$ cat config.mk
export PLATFORM = sky130hd
export DESIGN_NAME = rob_commit_flat
export DESIGN_NICKNAME = d
export VERILOG_FILES = /design/src/rtl/rob_commit_pkg.sv /design/src/rtl/rob_commit_if.sv /design/src/rtl/rob_commit_entry.sv /design/src/rtl/rob_commit.sv /design/src/flat_wrapper.sv
export SDC_FILE = /design/constraint.sdc
export NUM_CORES = 1
export LEC_CHECK = 0
export CORE_ASPECT_RATIO = 1.1
export CORE_UTILIZATION = 55
export CTS_BUF_LIST = sky130_fd_sc_hd__clkbuf_16
export DETAILED_ROUTE_END_ITERATION = 7
export MAX_ROUTING_LAYER = met4
export PLACE_DENSITY = 0.76
export SLEW_MARGIN = 30
export SYNTH_ARGS = -nofsm -noshare
export SYNTH_HDL_FRONTEND = slang
export SYNTH_SLANG_ARGS = --single-unit
$ cat constraint.sdc
create_clock -name clk -period 4.8 [get_ports clk]
set_input_delay 0.72 -clock clk [delete_from_list [all_inputs] [get_ports clk]]
set_output_delay 0.72 -clock clk [all_outputs]
set_load 0.01 [all_outputs]
$ cat src/rtl/rob_commit_pkg.sv
// rob_commit_pkg: ROB geometry, entry layout and pointer/index types for the commit slice
package rob_commit_pkg;
    localparam int P_ROB_DEPTH    = 4;
    localparam int N_ROB          = 1 << P_ROB_DEPTH;
    localparam int PRF_AW         = 6;
    localparam int P_ISSUE_WIDTH  = 1;
    localparam int IW             = 1 << P_ISSUE_WIDTH;
    localparam int P_COMMIT_WIDTH = 1;
    localparam int CW             = 1 << P_COMMIT_WIDTH;

    typedef logic [P_ROB_DEPTH:0]   ptr_t;
    typedef logic [P_ROB_DEPTH-1:0] idx_t;
    typedef logic [PRF_AW-1:0]      preg_t;

    typedef struct packed {
        logic  valid;
        logic  done;
        logic  exc;
        logic  prd_we;
        preg_t prd;
        preg_t pfree;
    } rob_entry_t;
endpackage

$ cat src/rtl/rob_commit_if.sv
// rob_commit_if: dispatch, writeback and commit-side free-list lanes of the reorder buffer
interface rob_commit_if;
    import rob_commit_pkg::*;
    logic [IW-1:0]             disp_valid;
    logic [IW-1:0]             disp_prd_we;
    logic [IW*PRF_AW-1:0]      disp_prd;
    logic [IW*PRF_AW-1:0]      disp_pfree;
    logic [IW*P_ROB_DEPTH-1:0] disp_id;
    logic                      rob_stall_req;
    logic [IW-1:0]             wb_valid;
    logic [IW*P_ROB_DEPTH-1:0] wb_id;
    logic [IW-1:0]             wb_exc;
    logic [CW-1:0]             commit_fl_push;
    logic [CW-1:0]             commit_prd_we;
    logic [CW*PRF_AW-1:0]      commit_prd;
    logic [CW*PRF_AW-1:0]      commit_pfree;
    logic                      rollback;

    modport master (
        output disp_valid, disp_prd_we, disp_prd, disp_pfree, wb_valid, wb_id, wb_exc,
        input  disp_id, rob_stall_req, commit_fl_push, commit_prd_we, commit_prd, commit_pfree, rollback
    );
    modport slave (
        input  disp_valid, disp_prd_we, disp_prd, disp_pfree, wb_valid, wb_id, wb_exc,
        output disp_id, rob_stall_req, commit_fl_push, commit_prd_we, commit_prd, commit_pfree, rollback
    );
endinterface

$ cat src/rtl/rob_commit_entry.sv
// rob_entry: one ROB slot; loaded by dispatch, completed by writeback, cleared on commit or flush
module rob_entry
    import rob_commit_pkg::*;
(
    input  logic       clk,
    input  logic       rst_n,
    input  logic       disp_set_i,
    input  rob_entry_t disp_i,
    input  logic       wb_set_i,
    input  logic       wb_exc_i,
    input  logic       clr_i,
    output rob_entry_t ent_o
);
    rob_entry_t ent_q, ent_d;

    always_comb begin
        ent_d = ent_q;
        if (clr_i) ent_d = '0;
        else if (disp_set_i) ent_d = disp_i;
        else if (wb_set_i && ent_q.valid) begin
            ent_d.done = 1'b1;
            ent_d.exc  = ent_q.exc | wb_exc_i;
        end
    end

    always_ff @(posedge clk or negedge rst_n)
        if (!rst_n) ent_q <= '0;
        else ent_q <= ent_d;

    assign ent_o = ent_q;
endmodule

$ cat src/rtl/rob_commit.sv
// rob_commit: reorder buffer with in-order retirement of up to CW completed entries per cycle
module rob_commit
    import rob_commit_pkg::*;
(
    input  logic       clk,
    input  logic       rst_n,
    rob_commit_if.slave rob
);
    ptr_t             head_q, head_d, tail_q, tail_d, count;
    idx_t             head_idx;
    idx_t             hidx [CW];
    idx_t             tidx [IW];
    logic [CW-1:0]    push;
    logic [IW-1:0]    go;
    logic [N_ROB-1:0] disp_set, wb_set, wb_exc, clr;
    rob_entry_t       din [N_ROB];
    rob_entry_t       ent [N_ROB];
    logic             ok;

    assign count             = tail_q - head_q;
    assign head_idx          = head_q[P_ROB_DEPTH-1:0];
    assign rob.rob_stall_req = (N_ROB - int'(count)) < IW;
    assign rob.rollback      = ent[head_idx].valid & ent[head_idx].done & ent[head_idx].exc;

    // Each lane retires only if every older lane retires too, so push is a thermometer code
    always_comb begin
        ok = 1'b1;
        for (int k = 0; k < CW; k++) begin
            hidx[k] = head_idx + idx_t'(k);
            ok      = ok & ent[hidx[k]].valid & ent[hidx[k]].done & !ent[hidx[k]].exc;
            push[k] = ok;
            rob.commit_fl_push[k]                  = ok;
            rob.commit_prd_we[k]                   = ok & ent[hidx[k]].prd_we;
            rob.commit_prd[k*PRF_AW +: PRF_AW]     = ent[hidx[k]].prd;
            rob.commit_pfree[k*PRF_AW +: PRF_AW]   = ent[hidx[k]].pfree;
        end
    end

    always_comb begin
        for (int k = 0; k < IW; k++) begin
            tidx[k] = tail_q[P_ROB_DEPTH-1:0] + idx_t'(k);
            go[k]   = rob.disp_valid[k] & !rob.rob_stall_req & !rob.rollback;
            rob.disp_id[k*P_ROB_DEPTH +: P_ROB_DEPTH] = tidx[k];
        end
        for (int i = 0; i < N_ROB; i++) begin
            disp_set[i] = 1'b0;
            din[i]      = '0;
            wb_set[i]   = 1'b0;
            wb_exc[i]   = 1'b0;
            clr[i]      = rob.rollback;
            for (int k = 0; k < IW; k++) begin
                if (go[k] && tidx[k] == idx_t'(i)) begin
                    disp_set[i] = 1'b1;
                    din[i]      = '{valid: 1'b1, done: 1'b0, exc: 1'b0, prd_we: rob.disp_prd_we[k],
                                    prd: rob.disp_prd[k*PRF_AW +: PRF_AW],
                                    pfree: rob.disp_pfree[k*PRF_AW +: PRF_AW]};
                end
                if (rob.wb_valid[k] && rob.wb_id[k*P_ROB_DEPTH +: P_ROB_DEPTH] == idx_t'(i)) begin
                    wb_set[i] = 1'b1;
                    wb_exc[i] = wb_exc[i] | rob.wb_exc[k];
                end
            end
            for (int k = 0; k < CW; k++)
                if (push[k] && hidx[k] == idx_t'(i)) clr[i] = 1'b1;
        end
        tail_d = rob.rollback ? head_q : tail_q + ptr_t'($countones(go));
        head_d = head_q + ptr_t'($countones(push));
    end

    always_ff @(posedge clk or negedge rst_n)
        if (!rst_n) begin
            head_q <= '0;
            tail_q <= '0;
        end else begin
            head_q <= head_d;
            tail_q <= tail_d;
        end

    for (genvar i = 0; i < N_ROB; i++) begin : g_ent
        rob_entry u_ent (
            .clk        (clk),
            .rst_n      (rst_n),
            .disp_set_i (disp_set[i]),
            .disp_i     (din[i]),
            .wb_set_i   (wb_set[i]),
            .wb_exc_i   (wb_exc[i]),
            .clr_i      (clr[i]),
            .ent_o      (ent[i])
        );
    end
endmodule

$ cat src/flat_wrapper.sv
// flat-port wrapper written by rule: the top's interface ports become plain ports
module rob_commit_flat import rob_commit_pkg::*;
  (clk, rst_n, rob_disp_valid, rob_disp_prd_we, rob_disp_prd, rob_disp_pfree, rob_wb_valid, rob_wb_id, rob_wb_exc, rob_disp_id, rob_rob_stall_req, rob_commit_fl_push, rob_commit_prd_we, rob_commit_prd, rob_commit_pfree, rob_rollback);
  rob_commit_if rob_i ();
  input  logic clk;
  input  logic rst_n;
  input wire logic [$bits(rob_i.disp_valid)-1:0] rob_disp_valid;
  input wire logic [$bits(rob_i.disp_prd_we)-1:0] rob_disp_prd_we;
  input wire logic [$bits(rob_i.disp_prd)-1:0] rob_disp_prd;
  input wire logic [$bits(rob_i.disp_pfree)-1:0] rob_disp_pfree;
  input wire logic [$bits(rob_i.wb_valid)-1:0] rob_wb_valid;
  input wire logic [$bits(rob_i.wb_id)-1:0] rob_wb_id;
  input wire logic [$bits(rob_i.wb_exc)-1:0] rob_wb_exc;
  output wire logic [$bits(rob_i.disp_id)-1:0] rob_disp_id;
  output wire logic [$bits(rob_i.rob_stall_req)-1:0] rob_rob_stall_req;
  output wire logic [$bits(rob_i.commit_fl_push)-1:0] rob_commit_fl_push;
  output wire logic [$bits(rob_i.commit_prd_we)-1:0] rob_commit_prd_we;
  output wire logic [$bits(rob_i.commit_prd)-1:0] rob_commit_prd;
  output wire logic [$bits(rob_i.commit_pfree)-1:0] rob_commit_pfree;
  output wire logic [$bits(rob_i.rollback)-1:0] rob_rollback;
  assign rob_i.disp_valid = rob_disp_valid;
  assign rob_i.disp_prd_we = rob_disp_prd_we;
  assign rob_i.disp_prd = rob_disp_prd;
  assign rob_i.disp_pfree = rob_disp_pfree;
  assign rob_i.wb_valid = rob_wb_valid;
  assign rob_i.wb_id = rob_wb_id;
  assign rob_i.wb_exc = rob_wb_exc;
  assign rob_disp_id = rob_i.disp_id;
  assign rob_rob_stall_req = rob_i.rob_stall_req;
  assign rob_commit_fl_push = rob_i.commit_fl_push;
  assign rob_commit_prd_we = rob_i.commit_prd_we;
  assign rob_commit_prd = rob_i.commit_prd;
  assign rob_commit_pfree = rob_i.commit_pfree;
  assign rob_rollback = rob_i.rollback;
  rob_commit u_core (.clk(clk), .rst_n(rst_n), .rob(rob_i));
endmodule
After elaboration in Yosys (flattened, before gate mapping)
Index checks and enable logic that the tools add are counted.
- register bits: 266
- input port bits: 42
- output and inout bits: 38
- word-level logic and storage cells: 646
- add/subtract/negate cells: 8
- order comparisons: 3
- equality and inequality tests: 90
- mux-type cells: 247
- bitwise logic cells: 46
- reduce and logical (&&, ||, !) cells: 154
- operators with widths (operator ; number):
    $mux 16 ; 52
    $mux 13 ; 16
    $eq 4x4->1 const B ; 48
    $mux 1 ; 144
    $bmux 16 s4 ; 2
    $logic_and 1x1->1 ; 112
    $eq 4x3->1 const B ; 24
    $mux 2 ; 32
    $eq 4x2->1 const B ; 12
    $reduce_bool 3->1 ; 16
    $lt 32x3->1 const B ; 1
    $or 1x1->1 ; 32
    $reduce_bool 2->1 ; 16
    $eq 4x1->1 const B ; 6
    $logic_not 4->1 ; 6
    $and 1x1->1 ; 12
    $add 5x5->5 ; 2
    $ge 5x5->1 const B ; 2
    $not 4->5 ; 2
    $add 4x1->4 const B ; 2
    $sub 5x5->6 const A ; 1
    $mux 5 ; 1
    $sub 5x5->5 ; 1
    $add 1x1->2 ; 2
    $logic_not 1->1 ; 4

Depth between registers and ports, before layout
- depth in word-level cells: 13
- depth in mapped cells: 23

Modules after synthesis
From an unflattened synthesis, not the netlist that was laid out.
- cells, all modules: 2014
- area, all modules: 21177.8 um2
- modules (own cells, without submodules) (module ; instances ; cells an instance ; area an instance (um2) ; seq. area each (um2)):
    rob_entry ; 16 ; 54 ; 671.9 ; 400.4
    rob_commit ; 1 ; 1150 ; 10427.5 ; 250.2

Least setup slack after synthesis
No wires, ideal clock.
- kind: register -> register
- start: register u_core.head_q[1]
- end: register u_core.tail_q[4]
- library setup time: 0.130 ns
- arrival: 4.821 ns
- data required time: 4.670 ns
- path slack: -0.151 ns
- cell stages (with the launch flop): 24
- path buffers: 8
- period minus slack after synthesis: 4.951 ns
- cell sequence: dfrtp_1 -> buf_2 -> buf_2 -> buf_1 -> inv_1 -> ha_1 -> nand3b_1 -> a21boi_1 -> o211ai_1 -> a31oi_1 -> inv_2 -> buf_2 -> buf_2 -> buf_2 -> buf_2 -> buf_2 -> nor3_1 -> ha_1 -> ha_1 -> inv_1 -> fa_1 -> nor2_1 -> xnor2_1 -> o21ai_0
- elaborated cells between the ends (all ways): 18
- RTL lines (item ; line ; RTL):
    from (decl) ; rob_commit.sv:9 ; ptr_t head_q, head_d, tail_q, tail_d, count;
    from (signal assigned) ; rob_commit.sv:72 ; head_q <= '0;
    from (signal assigned) ; rob_commit.sv:75 ; head_q <= head_d;
    $sub 5x5->5 (*) ; rob_commit.sv:20 ; assign count = tail_q - head_q;
    $sub 5x5->6 (*) ; rob_commit.sv:22 ; assign rob.rob_stall_req = (N_ROB - int'(count)) < IW;
    $lt 32x3->1 (*) ; rob_commit.sv:22 ;
    named net rob_rob_stall_req ; flat_wrapper.sv:15 ; output wire logic [$bits(rob_i.rob_stall_req)-1:0] rob_rob_stall_req;
    $logic_not 1->1 (*) ; rob_commit.sv:42 ; go[k] = rob.disp_valid[k] & !rob.rob_stall_req & !rob.rollback;
    $and 1x1->1 (2 in series) ; rob_commit.sv:42 ;
    $add 1x1->2 (implied by the code) (*) ; rob_commit.sv:66 ; tail_d = rob.rollback ? head_q : tail_q + ptr_t'($countones(go));
    $add 5x5->5 (*) ; rob_commit.sv:66 ;
    $mux 5 (*) ; rob_commit.sv:66 ;
    named net u_core.tail_d[4] ; rob_commit.sv:9 ;
    to (signal assigned) ; rob_commit.sv:76 ; tail_q <= tail_d;
    to (decl) ; rob_commit.sv:9 ;
Mark *: on every way through the listed nets, which the timed path passes. The rest lies on a longest branch. The select of a mux whose other input is x is not followed.
A chain may end at the register's enable or synchronous reset.

Worst setup path after layout
- start: register u_core.head_q[0]
- end: output port rob_commit_pfree[6]
- longest elaborated chain between the ends: 5
- RTL lines (item ; line ; RTL):
    $add 4x1->4 ; rob_commit.sv:29 ; hidx[k] = head_idx + idx_t'(k);
    $not 4->5 (implied by the code) ; rob_commit.sv:35 ; rob.commit_pfree[k*PRF_AW +: PRF_AW] = ent[hidx[k]].pfree;
    $bmux 16 s4 ; rob_commit.sv:35 ;
    $mux 16 (2 in series) ; - ;
    to (decl) ; flat_wrapper.sv:19 ; output wire logic [$bits(rob_i.commit_pfree)-1:0] rob_commit_pfree;
Every way passes these cells. The select of a mux whose other input is x is not followed.

==> results.toml <==
[status]
outcome = "finished with violations"
violations = "design-rule violations"

[run]
maxCapViolations = 0

[setup_path]
crit_path_end_kind = "primary output"
crit_path_top_delay_cell = "clkdlybuf4s50_1"
reg2reg_slack_ns = 0.30
cp_common_cell = "buf_4"
r2r_start = "u_core.tail_q[0]"
path_delay_family = "buffers and inverters"
max_stage_delay_ns = 0.67
path_cells = "buf_4 > ha_1 > xor2_2 > buf_4 > nand2_1 > and3_1 > a31oi_1 > clkdlybuf4s50_1"
crit_buf_inv = 3
r2r-end = "u_core.g_ent[14].u_ent.ent_o[10]"
crit_required_ns = 4.08
critPathKind = "flip-flop to primary output"
cp.arrival_ns = 4.01
start_kind = "flip-flop"
cp-startpoint = "u_core.head_q[0]"
critPathMaxFanout = 25
worstRegToRegCells = 11
crit_cells = 8
setup.worst_path.end = "rob_commit_pfree[6]"

[drt]
ant_nets = 0
routed_wl_mm = 88.0
first_pass_iters = 8
drc_errors = 1
via_per_inst = 8.61
vias = 21913
wl_per_cell_um = 34.6
initialDrtViolationCount = 3722

[placed_design]
finalWeightedCongestion = 1.02
dpl.cell_count = 2485
port_buffers = 79
post-place-ws_ns = 0.362
dp_hpwl_mm = 55.1

[logic_synthesis]
synth.cell_area_sq_um = 20500
syn_avg_cell_area_sq_um = 9.55
synthTopCellsByArea = "dfrtp_1 32%, mux4_2 15%, a311oi_1 9.0%, nor4_1 6.2%, or4_1 5.8%"
synth_edf_count = 0
seq_area_frac_synth_pct = 32.5
ys_ff_latch = 266
synthTopCellsByCount = "266 x dfrtp_1, 222 x clkbuf_1, 211 x a311oi_1"
yosysWarnings = 0
synthFlopType = "dfrtp_1"
synth.distinct_cells = 57
synth_top_area_share_pct = 32.5
yosysMostFrequentCell = "dfrtp_1"
post-synth-top-area-cell = "dfrtp_1"
ys_async_sr_fraction_pct = 100
syn_nets = 2214
postSynthCellCount = 2148

[clock_tree]
cts_buffers = 31
cts_hold_buf = 0
cts_tree = "done"
clock-sinks = 266
cts.clk_slew.worst_paths_ns = 0.06
root_buffer = "clkbuf_16"
clockBufferDepth = 3
insertion_delay_ns = 0.61
h-tree-depth = 1

[global_route]
grtUsageMet2_pct = 66.2
antenna_found_initial = 0
grt_pass1_wl_mm = 130
grt_pass1_vias = 20560
grt_busiest_layer = "met2"
grt_usage_pct = 47.9
grt.met1_usage_pct = 60.7
grt_max_degree = 155
grt.met3_usage_pct = 13.8
overflow = 0

[power]
p_leak_nw = 7.74
max-vdd-ir-drop_mv = 1.13
power_mw = 21.1
p_per_area_nw_per_um2 = 926

[sta]
fmax_ghz = 0.211
fin_ws_ns = 0.0656
hold_violations = 0
tightest_slew_ns = 1.08
finalCritPeriodShare_pct = 98.6
relSlewSlack_pct = 27.9
rsz0062_at_grt = "no"
final-setup-viol-count = 0
report.final.slew_viol_count = 0
min_period_ns = 4.73
finClkSkew_ns = 0.0142
setup_tns_ns = 0

[final_layout]
area_delta_synth_final_pct = 10.8
utilization_pct = 62.4
fillers = 2963
fin_nets = 2099
stdcell_count = 2546
multi_input_area_sq_um = 12500
regArea_sq_um = 6660
drive_above_1_share_pct = 15.8

[floorplan]
coreArea_sq_um = 36400
die-area_sq_um = 38100
start_util_pct = 56.3
die_h_um = 205
io_pins = 80
rows = 73
die_w_um = 186

[hold_path]
hp-class = "primary input to async pin"
## layout by cell type (no fill, tap or decap), types with 5 or more instances in the layout
cell,Yosys,layout
xor2_1,6,5
or4_1,158,158
mux4_2,137,137
a311oi_1,211,210
buf_4,6,95
a221oi_1,6,6
or3_1,22,22
o22ai_1,28,28
and3_1,19,19
clkinv_2,0,7
inv_1,26,29
dfrtp_1,266,264
ha_1,21,20
nor2b_1,5,5
nor2_1,35,34
a21oi_1,50,48
nor3_1,64,64
clkdlybuf4s50_1,0,78
o21ai_0,56,56
nand3b_1,6,6
a22oi_1,12,12
o32a_1,6,6
clkbuf_16,0,31
a31oi_1,34,33
o31ai_1,156,156
xnor2_1,9,6
nand2_1,143,143
clkinv_1,2,8
bufinv_16,0,7
nand4_1,40,40
nor4_1,203,203
buf_12,0,10
nand3_1,36,36
## metal layers
metal	wire length (um)	vias to the layer above	share of wire [%]
met4	7350	0	8.4
met3	14000	520	16
li1	-	8720	-
met5	0	-	0
met2	37100	2179	42
met1	29600	10494	34
## repair_timing
action                                 in CTS  in global routing
setup buffers                               0                  1
endpoints found under the hold margin       0                  0
setup endpoints to repair                   0                  2
gates resized for setup                     0                  2
## where the power goes
group	total, mW	switching, mW	internal, mW
sequential	4.19	0.938	3.25
combinational	14.2	9.15	5.09
clock	2.63	1.08	1.55
total	21.1	11.2	9.88
## worst min path at each step
stage,start,slack (ns),depth (start not counted),to
floorplan,rst_n,0.42,0,u_core.g_ent[0].u_ent.ent_o[0]
global placement,u_core.head_q[4],0.55,1,u_core.head_q[4]
global route,rst_n,0.03,1,u_core.head_q[3]
finish,rst_n,0.004,1,u_core.head_q[4]
detailed placement,u_core.head_q[4],0.55,1,u_core.head_q[4]
CTS,rst_n,0.23,1,u_core.head_q[2]
## final cells by class
type | count | area share, %
multi-input cells | 1516 | 54.8
flip-flops and latches | 266 | 29.3
repair buffers | 187 | 7.81
clock buffers | 31 | 3.41
well taps | 487 | 2.68
clock inverters | 27 | 1.38
inverters | 31 | 0.578
diodes | 1 | 0.0110
## sequential cells by signal, indices dropped and copies added, names as in the netlist
name / cells
u_core.g_ent.u_ent.ent_o: 256
u_core.head_q: 5
u_core.tail_q: 5
## cells by family (layout without fill, tap and decap cells)
| kind of cell | Yosys count | after routing | share of synthesized area (%) |
|---|---|---|---|
| fa+ha+maj | 24 | 24 | 1.57 |
| buf+inv | 366 | 276 | 7.57 |
| mux | 137 | 137 | 15.0 |
| compound gates | 580 | 580 | 21.1 |
| simple gates | 760 | 760 | 21.6 |
| flops | 266 | 266 | 32.5 |
| other cells | 0 | 1 | 0 |
| xor+xnor | 15 | 15 | 0.641 |
## per-stage QoR
stage,area (sq um),hold slack (ns)
2_1_floorplan,20500,0.424
3_3_place_gp,21500,0.549
3_5_place_dp,21500,0.547
4_1_cts,22600,0.229
5_1_grt,22700,0.0284
6_report,22700,0.00429
## worst reg2reg max path, delay by kind of cell, from the launching register on
kind	cells	cell delay [ns]
and+or+nand+nor	2	1.23
adders and majority gates	3	0.97
buffers and inverters	3	0.86
AOI/OAI and AO/OA	3	0.80
DFF	1	0.47
Note: power is estimated with default switching activity, not from simulation.
==> RTL change 1, RTL diff (config.mk and constraints unchanged) <==
Change the package constant `PRF_AW` from 6 to 4.
--- a/src/rtl/rob_commit_pkg.sv
+++ b/src/rtl/rob_commit_pkg.sv
@@ -4,3 +4,3 @@
     localparam int N_ROB          = 1 << P_ROB_DEPTH;
-    localparam int PRF_AW         = 6;
+    localparam int PRF_AW         = 4;
     localparam int P_ISSUE_WIDTH  = 1;
Ports: changed (resized rob_commit_pfree, rob_commit_prd, rob_disp_pfree and rob_disp_prd); port bits go from 80 to 64. The function was not compared with the original's and may differ.
==> RTL change 1 against the original RTL <==
Count of clock-buffer cells in the layout is 6 lower; global-route usage is 4.4 points lower; synthesized area is 25% lower; clock skew increased by 0.0051 ns; worst hold slack better by 0.047 ns; critical path type unchanged; register-to-register slack gained 0.27 ns; worst setup slack gained 0.063 ns; cell area decreased by 26%; sequential cell count decreased by 64; routed wire length decreased by 32%; cell count fell by 27%; sequential share of layout area increased by 0.67 points.
Power is left out: it rests on default switching activity, and per cell area and clock period it moved more than threefold.
==> RTL change 1: results (changes against the original RTL) <==
GRT Resource Usage Total -> 43.50% (was 47.94%)
max reg flops -> 192 (was 256)
CP top delay family -> buffers and inverters (unchanged)
Vias -> 15,740 (was 21,910)
cells on worst reg2reg path -> 10 (was 11)
setup bufs post-CTS -> 0 (unchanged)
CTS H-Tree Depth -> 1 (unchanged)
met3 wire len -> 7985 µm (was 14,010 µm)
layout cells sized above 1 -> 14.86% (was 15.79%)
Top Metal Used -> met4 (unchanged)
final RePlAce weighted congestion -> 1.024 (was 1.020)
Max clock buf depth -> 3 (unchanged)
TritonRoute pass-1 iters -> 6 (was 8)
vias in the first global route -> 14,980 (was 20,560)
max-cap violations -> 0 (unchanged)
Cell variety after synth -> 60 (was 57)
largest net degree at the start of global routing -> 174 (was 155)
initial drt markers -> 2,943 (was 3,722)
dpl hpwl -> 38,370 µm (was 55,110 µm)
outcome -> finished clean (was complete, but fails checks)
most common library cells after synthesis -> 202 x dfrtp_1, 158 x clkbuf_1, 140 x nand4_1 (was 266 x dfrtp_1, 222 x clkbuf_1, 211 x a311oi_1)
pre-CTS WS -> 0.4713 ns (was 0.3619 ns)
peak fanout along the critical path -> 42 (was 25)
CTS Buf Count -> 25 (was 31)
clock latency on the worst-skew pair -> 0.55 ns (was 0.61 ns)
first-pass GRT wire length -> 92,260 µm (was 130,000 µm)
NumNets Final -> 1,530 (was 2,099)
clk slew on worst S/H paths -> 0.06 ns (about the same)
top post-synthesis cells by area -> dfrtp_1 33%, mux4_2 15%, o31ai_1 6.1% (was dfrtp_1 32%, mux4_2 15%, a311oi_1 9.0%)
wire length on met2 -> 26,250 µm (was 37,070 µm)
syn nets -> 1,620 (was 2,214)
Yosys warnings -> 0 (unchanged)
initial antenna violation count -> 1 (was 0)
Fin Hold WS -> 0.05131 ns (was 0.004287 ns)
Slowest-stage cell, CP -> dfrtp_4 (was clkdlybuf4s50_1)
PortBufs -> 63 (was 79)
sequential area share after synthesis -> 32.75% (was 32.46%)
clock skew -> 0.01925 ns (was 0.01418 ns)
FFs w/ async S/R, synth -> 100.0% (unchanged)
CP arrival -> 3.95 ns (was 4.01 ns)
reg-to-reg slack, setup -> 0.57 ns (was 0.30 ns)
Critical R2R Launch -> u_core.head_q[0]$_DFF_PN0_ (was u_core.tail_q[0]$_DFF_PN0_)
# fillers -> 2,286 (was 2,963)
max incr delay on CP -> 0.64 ns (was 0.67 ns)
Hold WC Path Type -> in2async (unchanged)
CTS root buf -> clkbuf_16 (unchanged)
Reg2Reg Capture Point -> u_core.g_ent[11].u_ent.ent_o[6]$_DFFE_PN0N_ (was u_core.g_ent[14].u_ent.ent_o[10]$_DFFE_PN0N_)
M1 WL -> 20,750 µm (was 29,620 µm)
WL final -> 59,940 µm (was 88,050 µm)
actual slew at the worst max-slew pin -> 1.094 ns (was 1.078 ns)
RTL change 1: changes by cell type in the layout (fill, tap and decap cells not counted), sizes merged, moves of 64 or more:
cell,before,now
a311oi,211,37
o41ai,0,95
nor4,203,65
or4,158,0
a31oi,34,105
dfrtp,266,202
nand4,40,140
nand2,143,32
RTL change 1: cell type report:
type                    instances  area, µm²  area share [%]
clock inverters                17      101.3          0.6004
multi-input cells            1099       9388           55.61
repair buffers                114       1125           6.663
inverters                      30      127.6          0.7560
clock buffers                  25      625.6           3.706
flip-flops and latches        202       5062           29.99
well taps                     357      446.7           2.646
diodes                          2      5.005         0.02965
RTL change 1: how the worst max path moves through the flow:
| stage | startpoint | end | slack [ns] | cells after the start |
|---|---|---|---|---|
| floorplan | u_core.head_q[1]$_DFF_PN0_ | rob_commit_prd[5] | 0.01 | 12 |
| global placement | u_core.head_q[0]$_DFF_PN0_ | u_core.tail_q[4]$_DFF_PN0_ | 0.53 | 14 |
| detailed placement | u_core.tail_q[0]$_DFF_PN0_ | u_core.tail_q[4]$_DFF_PN0_ | 0.47 | 15 |
| CTS | u_core.head_q[1]$_DFF_PN0_ | rob_commit_prd_we[1] | 0.009 | 9 |
| global route | u_core.head_q[1]$_DFF_PN0_ | rob_commit_prd_we[1] | 0.03 | 9 |
| finish | u_core.head_q[1]$_DFF_PN0_ | rob_commit_prd_we[1] | 0.13 | 9 |
RTL change 1: logic make-up (layout without fill, tap and decap cells):
group | Yosys count | after routing | share of synthesized area, %
AOI/OAI and AO/OA | 490 | 490 | 24.04
xor gates and xnor gates | 13 | 13 | 0.7378
adders and majority gates | 24 | 24 | 2.092
buffers and inverters | 261 | 186 | 6.940
DFF | 202 | 202 | 32.75
muxes | 126 | 126 | 16.69
other | 0 | 2 | 0
and+or+nand+nor | 446 | 446 | 16.75
RTL change 1: per-stage QoR:
step	util (%)	instance area, µm²	instances
after CTS	61.64	16810	1842
after detailed placement	58.97	16080	1800
after global routing	61.89	16880	1845
after floorplan	-	15430	1562
final	61.90	16880	1846
after global placement	58.95	16080	1799
RTL change 1: metal layers:
layer  global-route usage (%)  vias up
li1                         -     6353
met1                    53.06     7569
met2                    64.19     1397
met3                    11.15      422
met4                    28.34        0
met5                        -        -
RTL change 1: what timing repair did:
action,in CTS,in global routing
endpoints found under the hold margin,0,0
setup endpoints to repair,1,9
resized for setup,1,6
==> RTL change 2, RTL diff (config.mk and constraints unchanged) <==
Without the edit above. Make the reset (`rst_n`) synchronous in 2 clocked blocks.
--- a/src/rtl/rob_commit_entry.sv
+++ b/src/rtl/rob_commit_entry.sv
@@ -25,3 +25,3 @@
 
-    always_ff @(posedge clk or negedge rst_n)
+    always_ff @(posedge clk)
         if (!rst_n) ent_q <= '0;
--- a/src/rtl/rob_commit.sv
+++ b/src/rtl/rob_commit.sv
@@ -69,3 +69,3 @@
 
-    always_ff @(posedge clk or negedge rst_n)
+    always_ff @(posedge clk)
         if (!rst_n) begin
Function: differs if rst_n is asserted again (counterexample within 4 cycles, from zero or initial values and one cycle with rst_n low); with rst_n held inactive, the same outputs for 4 cycles.
==> RTL change 2 against the original RTL <==
Synthesized area down 18%; worst setup slack better by 0.031 ns; sequential share of layout area down 0.97 points; cell area down 17%; cell count down 12%; synthesized cell count down 15%; routed wire length down 27%; sequential cell count unchanged; critical path type unchanged; largest cell class unchanged.
Power is not compared: it rests on default switching activity, and its combinational part moved more than twofold at a synthesized area within 25%.
==> RTL change 2: results (changes against the original RTL) <==
wire length on met2 -> 27,700 µm (was 37,070 µm)
ys flop type -> dfxtp_1 (was dfrtp_1)
Mean Syn Cell Area -> 9.145 µm² (was 9.547 µm²)
Reg2Reg Capture Point -> u_core.tail_q[4]$_SDFF_PN0_ (was u_core.g_ent[14].u_ent.ent_o[10]$_DFFE_PN0N_)
outcome -> finished clean (was complete, but fails checks)
TritonRoute pass-1 iters -> 6 (was 8)
M1 WL -> 22,190 µm (was 29,620 µm)
crit path launch -> u_core.head_q[1]$_SDFF_PN0_ (was u_core.head_q[0]$_DFF_PN0_)
NumNets Final -> 1,884 (was 2,099)
sequential area share after synthesis -> 31.73% (was 32.46%)
dpl hpwl -> 41,670 µm (was 55,110 µm)
Synth Area in Adders -> 1.924% (was 1.574%)
multi-input combinational area share -> 55.09% (was 54.81%)
FFs w/ async S/R, synth -> 0% (was 100.0%)
global-route met3 utilization -> 10.75% (was 13.81%)
clock skew -> 0.01629 ns (was 0.01418 ns)
met3 wire len -> 8878 µm (was 14,010 µm)
cells on worst reg2reg path -> 17 (was 11)
reg-to-reg slack, setup -> 0.40 ns (was 0.30 ns)
post-synthesis mux area share -> 21.94% (was 15.05%)
ant diodes -> 0 (was 1)
Post-Synth XOR/XNOR Area -> 0.6263% (was 0.6406%)
Critical R2R Launch -> u_core.tail_q[0]$_SDFF_PN0_ (was u_core.tail_q[0]$_DFF_PN0_)
clock latency on the worst-skew pair -> 0.59 ns (was 0.61 ns)
final RePlAce weighted congestion -> 1.002 (was 1.020)
Data buffer area share -> 8.276% (was 7.812%)
Vias per Instance -> 7.415 (was 8.607)
max incr delay on CP -> 0.53 ns (was 0.67 ns)
GRT Resource Usage Total -> 41.96% (was 47.94%)
Cell variety after synth -> 63 (was 57)
area occupied by multi-input gates -> 0.01036 mm² (was 0.01246 mm²)
#MultiIn Comb -> 1,328 (was 1,516)
pre-CTS WS -> 0.2965 ns (was 0.3619 ns)
CP arrival -> 3.98 ns (was 4.01 ns)
peak fanout along the critical path -> 16 (was 25)
Hold WC Path Type -> reg2reg (was in2async)
# placed instances -> 2,183 (was 2,485)
vias in the first global route -> 15,760 (was 20,560)
CTS Buf Count -> 30 (was 31)
worst setup path endpoint -> rob_commit_prd_we[1] (was rob_commit_pfree[6])
Starting Density -> 56.29% (was 56.27%)
register share of the cell area -> 28.35% (was 29.32%)
-- RTL change 2: changes by cell type in the layout (fill, tap and decap cells not counted), sizes merged, moves of 27 or more --
| cell | change |
|---|---|
| mux2i | +46 |
| nor2 | +186 |
| a211oi | +45 |
| dfxtp | +266 |
| dfrtp | -266 |
| nor3 | -27 |
| a311oi | -64 |
| o31ai | -142 |
| nand4 | -36 |
| o21ai | -54 |
| or4 | -147 |
| nand2 | +177 |
| nor4 | -198 |
-- RTL change 2: critical path, delay by kind of cell, from the launching register on --
| family | cells | cell delay (ns) |
|---|---|---|
| compound gates | 3 | 0.88 |
| buf+inv | 4 | 1.16 |
| simple gates | 3 | 0.44 |
| flops | 1 | 0.52 |
| fa+ha+maj | 1 | 0.39 |
-- RTL change 2: repair_timing --
item | 4_1_cts | 5_1_grt
buffers inserted | 0 | 9
pin swaps | 0 | 1
gates resized for setup | 3 | 3
cloned | 0 | 0
setup endpoints to repair | 11 | 3
